==> src/rtl/mips_alu_pkg.sv <==
// Shared MIPS ALU operation codes, used by the EX stage and any block that borrows the ALU.
package mips_alu_pkg;
  localparam logic [2:0] ALU_AND  = 3'b000;
  localparam logic [2:0] ALU_OR   = 3'b001;
  localparam logic [2:0] ALU_ADD  = 3'b010;
  localparam logic [2:0] ALU_SLL  = 3'b100;
  localparam logic [2:0] ALU_SRL  = 3'b101;
  localparam logic [2:0] ALU_SUB  = 3'b110;
  localparam logic [2:0] ALU_SLTU = 3'b111;
  localparam logic [2:0] ALU_NOP  = 3'b000;
endpackage

==> src/rtl/muldiv_seq_if.sv <==
// Request/result bus of the MULTU/DIVU sequencer plus its borrowed-ALU port.
interface muldiv_seq_if #(parameter int XLEN = 32);
  logic            start;
  logic            is_div;
  logic [XLEN-1:0] src_a;
  logic [XLEN-1:0] src_b;
  logic            busy;
  logic            done;
  logic [XLEN-1:0] hi;
  logic [XLEN-1:0] lo;
  logic [2:0]      alu_op;
  logic [XLEN-1:0] alu_a;
  logic [XLEN-1:0] alu_b;
  logic [XLEN-1:0] alu_y;

  modport slave (
    input  start, is_div, src_a, src_b, alu_y,
    output busy, done, hi, lo, alu_op, alu_a, alu_b
  );

  modport master (
    output start, is_div, src_a, src_b, alu_y,
    input  busy, done, hi, lo, alu_op, alu_a, alu_b
  );
endinterface

==> src/rtl/muldiv_seq.sv <==
// Multi-cycle unsigned MULTU/DIVU: two ALU phases per bit on the shared ALU, 64 phases per op.
// hi/lo are only updated when an operation completes; the pipeline stalls while busy.
module muldiv_seq
  import mips_alu_pkg::*;
#(
  parameter int XLEN  = 32,
  parameter int CNT_W = 5
) (
  input  logic        clk,
  input  logic        rst_n,
  muldiv_seq_if.slave bus
);

  localparam logic [1:0] S_IDLE = 2'd0;
  localparam logic [1:0] S_PH_A = 2'd1;
  localparam logic [1:0] S_PH_B = 2'd2;
  localparam logic [1:0] S_DONE = 2'd3;

  logic [1:0]      r_state;
  logic [XLEN-1:0] r_whi;
  logic [XLEN-1:0] r_wlo;
  logic [XLEN-1:0] r_opnd;
  logic [XLEN-1:0] r_tmp;
  logic            r_msb;
  logic            r_lt;
  logic            r_mode;
  logic [CNT_W-1:0] r_count;
  logic [XLEN-1:0] r_hi;
  logic [XLEN-1:0] r_lo;

  logic [2:0]      w_alu_op;
  logic [XLEN-1:0] w_alu_a;
  logic [XLEN-1:0] w_alu_b;
  logic [XLEN-1:0] w_sh;
  logic [XLEN-1:0] w_whi_nxt;
  logic [XLEN-1:0] w_wlo_nxt;
  logic            w_last;

  assign w_sh   = {r_whi[XLEN-2:0], r_wlo[XLEN-1]};
  assign w_last = (r_count == CNT_W'(XLEN - 1));

  always_comb begin
    w_alu_op = ALU_NOP;
    w_alu_a  = '0;
    w_alu_b  = '0;
    case (r_state)
      S_PH_A: begin
        if (r_mode) begin
          w_alu_op = ALU_SLTU;
          w_alu_a  = w_sh;
          w_alu_b  = r_opnd;
        end else begin
          w_alu_op = ALU_ADD;
          w_alu_a  = r_whi;
          w_alu_b  = r_wlo[0] ? r_opnd : '0;
        end
      end
      S_PH_B: begin
        if (r_mode) begin
          w_alu_op = ALU_SUB;
          w_alu_a  = r_whi;
          w_alu_b  = r_opnd;
        end else begin
          w_alu_op = ALU_SLTU;
          w_alu_a  = r_tmp;
          w_alu_b  = r_whi;
        end
      end
      default: ;
    endcase
  end

  // Second-phase update; the sltu carry recovers bit 32 of the partial sum.
  always_comb begin
    w_whi_nxt = r_whi;
    w_wlo_nxt = r_wlo;
    if (r_mode) begin
      if (r_msb || !r_lt) begin
        w_whi_nxt = bus.alu_y;
        w_wlo_nxt = {r_wlo[XLEN-1:1], 1'b1};
      end
    end else begin
      w_whi_nxt = {bus.alu_y[0], r_tmp[XLEN-1:1]};
      w_wlo_nxt = {r_tmp[0], r_wlo[XLEN-1:1]};
    end
  end

  always_ff @(posedge clk or negedge rst_n) begin
    if (!rst_n) begin
      r_state <= S_IDLE;
      r_whi   <= '0;
      r_wlo   <= '0;
      r_opnd  <= '0;
      r_tmp   <= '0;
      r_msb   <= 1'b0;
      r_lt    <= 1'b0;
      r_mode  <= 1'b0;
      r_count <= '0;
      r_hi    <= '0;
      r_lo    <= '0;
    end else begin
      case (r_state)
        S_IDLE: begin
          if (bus.start) begin
            r_whi   <= '0;
            r_wlo   <= bus.src_a;
            r_opnd  <= bus.src_b;
            r_mode  <= bus.is_div;
            r_count <= '0;
            r_state <= S_PH_A;
          end
        end
        S_PH_A: begin
          if (r_mode) begin
            r_msb <= r_whi[XLEN-1];
            r_lt  <= bus.alu_y[0];
            r_whi <= w_sh;
            r_wlo <= {r_wlo[XLEN-2:0], 1'b0};
          end else begin
            r_tmp <= bus.alu_y;
          end
          r_state <= S_PH_B;
        end
        S_PH_B: begin
          r_whi   <= w_whi_nxt;
          r_wlo   <= w_wlo_nxt;
          r_count <= r_count + CNT_W'(1);
          if (w_last) begin
            r_hi    <= w_whi_nxt;
            r_lo    <= w_wlo_nxt;
            r_state <= S_DONE;
          end else begin
            r_state <= S_PH_A;
          end
        end
        default: r_state <= S_IDLE;
      endcase
    end
  end

  assign bus.busy   = (r_state != S_IDLE);
  assign bus.done   = (r_state == S_DONE);
  assign bus.hi     = r_hi;
  assign bus.lo     = r_lo;
  assign bus.alu_op = w_alu_op;
  assign bus.alu_a  = w_alu_a;
  assign bus.alu_b  = w_alu_b;

endmodule
==> src/flat_wrapper.sv <==
// flat-port wrapper written by rule: the top's interface ports become plain ports
module muldiv_seq_flat import mips_alu_pkg::*;
#(
  parameter int XLEN  = 32,
  parameter int CNT_W = 5
)
  (clk, rst_n, bus_start, bus_is_div, bus_src_a, bus_src_b, bus_alu_y, bus_busy, bus_done, bus_hi, bus_lo, bus_alu_op, bus_alu_a, bus_alu_b);
  muldiv_seq_if #(.XLEN(XLEN)) bus_i ();
  input  logic clk;
  input  logic rst_n;
  input wire logic [$bits(bus_i.start)-1:0] bus_start;
  input wire logic [$bits(bus_i.is_div)-1:0] bus_is_div;
  input wire logic [$bits(bus_i.src_a)-1:0] bus_src_a;
  input wire logic [$bits(bus_i.src_b)-1:0] bus_src_b;
  input wire logic [$bits(bus_i.alu_y)-1:0] bus_alu_y;
  output wire logic [$bits(bus_i.busy)-1:0] bus_busy;
  output wire logic [$bits(bus_i.done)-1:0] bus_done;
  output wire logic [$bits(bus_i.hi)-1:0] bus_hi;
  output wire logic [$bits(bus_i.lo)-1:0] bus_lo;
  output wire logic [$bits(bus_i.alu_op)-1:0] bus_alu_op;
  output wire logic [$bits(bus_i.alu_a)-1:0] bus_alu_a;
  output wire logic [$bits(bus_i.alu_b)-1:0] bus_alu_b;
  assign bus_i.start = bus_start;
  assign bus_i.is_div = bus_is_div;
  assign bus_i.src_a = bus_src_a;
  assign bus_i.src_b = bus_src_b;
  assign bus_i.alu_y = bus_alu_y;
  assign bus_busy = bus_i.busy;
  assign bus_done = bus_i.done;
  assign bus_hi = bus_i.hi;
  assign bus_lo = bus_i.lo;
  assign bus_alu_op = bus_i.alu_op;
  assign bus_alu_a = bus_i.alu_a;
  assign bus_alu_b = bus_i.alu_b;
  muldiv_seq #(.XLEN(XLEN), .CNT_W(CNT_W)) u_core (.clk(clk), .rst_n(rst_n), .bus(bus_i));
endmodule
==> config.mk <==
export PLATFORM = sky130hd
export DESIGN_NAME = muldiv_seq_flat
export DESIGN_NICKNAME = d
export VERILOG_FILES = /design/src/rtl/mips_alu_pkg.sv /design/src/rtl/muldiv_seq_if.sv /design/src/rtl/muldiv_seq.sv /design/src/flat_wrapper.sv
export SDC_FILE = /design/constraint.sdc
export NUM_CORES = 1
export LEC_CHECK = 0
export ABC_AREA = 1
export CORE_MARGIN = 2
export CORE_UTILIZATION = 40
export DETAILED_ROUTE_END_ITERATION = 10
export PLACE_DENSITY = 0.7
export SYNTH_ARGS = -nofsm -noshare
export SYNTH_HDL_FRONTEND = slang
export SYNTH_SLANG_ARGS = --single-unit
==> constraint.sdc <==
create_clock -name clk -period 2.45 [get_ports clk]
set_input_delay 0.3675 -clock clk [delete_from_list [all_inputs] [get_ports clk]]
set_output_delay 0.3675 -clock clk [all_outputs]
set_load 0.02 [all_outputs]
==> run summary <==
TritonRoute pass-1 iters: 5
IO Port Bufs: 232
mapped cell area: 11,210 um2
Via density: 5.100
clk_lat worst skew: 520 ps
max-slew violations: 0
Worst R2R Setup Slack: 250 ps
Cells after Synth: 1,647
CTS max path bufs: 3
layout cells sized above 1: 0.1237
Ports: 233
FP Rows: 61
slew margin rel.: 0.6411
Critical R2R Capture: u_core.r_state[1]
cell accounting for the most synthesized area: dfrtp_1
CP Launch Type: flip-flop
slowest stage cell, crit path: dfrtp_1
Worst Skew: 8.406 ps
die footprint: 29,380 um2
Worst-path clk slew: 60 ps
final wirelength: 36.74 mm
failing checks: setup timing
DRT iter0 DRCs: 943
area delta synth->final: 35.20%
max incr delay on CP: 370 ps
Die Ht: 171.4 um
detailed placement HPWL: 24.36 mm
fin cells: 2,271
Worst Path Required: 2080 ps
Syn Area/Cell: 6.808 um2
fmax: 0.4009 GHz
leakage: 7.658 nW
RSZ-0062 raised after global routing: yes
largest cells by area after synthesis: dfrtp_1 45%, nand2_1 25%, o21ai_0 6.8%
number of library cell types mapped by synthesis: 26
crit-path most repeated cell: buf_12
CTS Buf Count: 25
worst path arrival time: 2130 ps
routed len/inst: 16.18 um
largest net degree at the start of global routing: 82
CTS root buffer: clkbuf_16
CP Cell Sequence: inv_2 > ha_4 > nand2_4 > a21oi_4 > buf_12 > buf_12 > nand2_1 > o21ai_0 > buf_2
Die Width: 171.4 um
Final Cycle Share: 1.018
Yosys reg bits: 202
Worst VDD drop: 0.6192 mV
critical path peak fanout: 8
RR Startpoint: u_core.r_state[0]
CORE AREA: 27,710 um2
max-cap viol count: 0
gpl congestion: 0.8605
H-Tree Depth: 1
status: complete, but fails checks
vias in the first global route: 11,230
post-synthesis sequential area ratio: 0.4508
fillers: 2,657
initial antenna violation count: 1
Final Setup Violations: 22
final setup margin: -44.67 ps
worst r2r path cells: 9
dpl cells: 2,217
CTS Sinks: 202
Setup TNS: -403.6 ps
total power: 18.44 mW
Final Hold Fails: 0
drc violations: 0
Tightest Pin Transition: 538.4 ps
Starting Density: 0.4047
Overall Global Routing Usage: 0.2467
PD cells: 1216 nW/um2
top cell type's share of synthesized area: 0.4508
first-pass GRT wire length: 58.10 mm
GRT overflow: 0
Layout Nets: 1,980
syn_nets: 1,753
final antenna-violating net count: 0
endpoint type of the worst setup path: output pin
Crit Path Category: reg2out
via count: 11,580
CTS tree: yes
final critical-path required period: 2495 ps
Synth Warn #: 0
worst min-delay path class: in2async
Layout Utilization: 0.5471
routing by layer:
layer  share of wire  global-route usage
met2            0.47              0.4082
met5               0                   0
met1            0.43              0.3255
met3           0.074             0.03912
met4           0.028             0.09322
sequential cells by signal (all words and copies together), names as in the netlist:
| signal | cells |
|---|---|
| u_core.r_state | 2 |
| u_core.r_count | 5 |
| u_core.bus.hi | 32 |
| u_core.r_tmp | 32 |
| u_core.bus.lo | 32 |
| u_core.r_mode | 1 |
| u_core.r_wlo | 32 |
| u_core.r_msb | 1 |
| u_core.r_opnd | 32 |
| u_core.r_lt | 1 |
| u_core.r_whi | 32 |
through the flow:
step                      instance area, um2  worst slack [ps]  hold slack, ps
after floorplan                        11210             183.8           71.91
after global placement                 14180            -76.01           274.3
after detailed placement               14180            -160.6           277.2
after CTS                              15030            -44.10           307.0
after global routing                   15160            -136.2           327.2
final                                  15160            -44.67           303.7
synthesized netlist by cell type:
library cell / instances
o21ai_1: 50
nor2_4: 1
a21oi_2: 1
clkbuf_1: 53
dfrtp_1: 202
mux2_2: 1
nor2_2: 1
buf_6: 1
ha_1: 6
o22ai_1: 32
o21ai_0: 153
a31oi_1: 1
inv_1: 132
o211ai_1: 1
buf_4: 13
o21a_1: 1
a21oi_1: 94
nand4_1: 1
clkinv_1: 2
inv_2: 4
buf_1: 4
nand2_2: 2
nor2_1: 40
buf_2: 35
nand2_1: 745
nand3_1: 71
power by group:
group / switching [mW] / internal, mW / leakage [nW]
sequential: 0.789 / 4.34 / 2.50
clock: 1.44 / 2.28 / 0.418
combinational: 6.20 / 3.39 / 4.74
worst max-delay path, delay by kind of cell, from the launching register on:
kind / cells / cell delay [ps]
buffers and inverters: 4 / 590
AO/OA/AOI/OAI: 2 / 230
AND/OR/NAND/NOR: 2 / 120
flip-flops: 1 / 370
adder cells (fa/ha/maj): 1 / 300
area by class of cell:
cell class	instances	area [um2]	area share
inverters	138	520.5	0.03434
flip-flops and latches	202	5059	0.3337
multi-input cells	1201	5390	0.3556
clock inverters	10	102.6	0.006768
well taps	378	473.0	0.03120
repair buffers	306	2878	0.1898
diodes	1	2.502	0.0001651
clock buffers	35	733.2	0.04837
kinds of logic (layout without fill, tap and decap cells):
logic type                 Yosys count  after routing  share of synthesized area
AOI/OAI and AO/OA                  333            333                     0.1531
and+or+nand+nor                    861            861                     0.2977
adders and majority gates            6              6                   0.006696
buffers and inverters              244            489                    0.09061
DFF                                202            202                     0.4508
other                                0              1                          0
muxes                                1              1                   0.001004
cells in the final DEF, fill, tap and decap left out, drive strengths merged, types with 2 or more instances in the layout:
cell type,instances
nand2,747
o21ai,203
dfrtp,202
clkdlybuf4s50,165
inv,136
buf,136
a21oi,95
nand3,71
nor2,42
clkbuf,37
o22ai,32
clkinv,9
ha,6
bufinv,2
what timing repair did:
action                                  4_1_cts  5_1_grt
cloned                                        1        1
hold buffers                                  1        0
gates resized for setup                     305       81
endpoints found under the hold margin        26        0
setup buffers                                 8        1
pin swaps                                     2        5
endpoints found under the setup margin       67       62
worst max path at each step:
stage / start / end / slack [ps] / cells after the start
2_1_floorplan: u_core.r_state[0] / bus_alu_b[30] / 180 / 7
3_3_place_gp: u_core.r_state[0] / bus_alu_b[16] / -80 / 8
3_5_place_dp: u_core.r_state[0] / bus_alu_b[15] / -160 / 8
4_1_cts: u_core.r_state[0] / bus_alu_a[31] / -40 / 9
5_1_grt: u_core.r_state[1] / bus_alu_b[8] / -140 / 9
6_report: u_core.r_state[1] / bus_alu_b[11] / -40 / 9
Note: power is estimated with default switching activity, not from simulation.
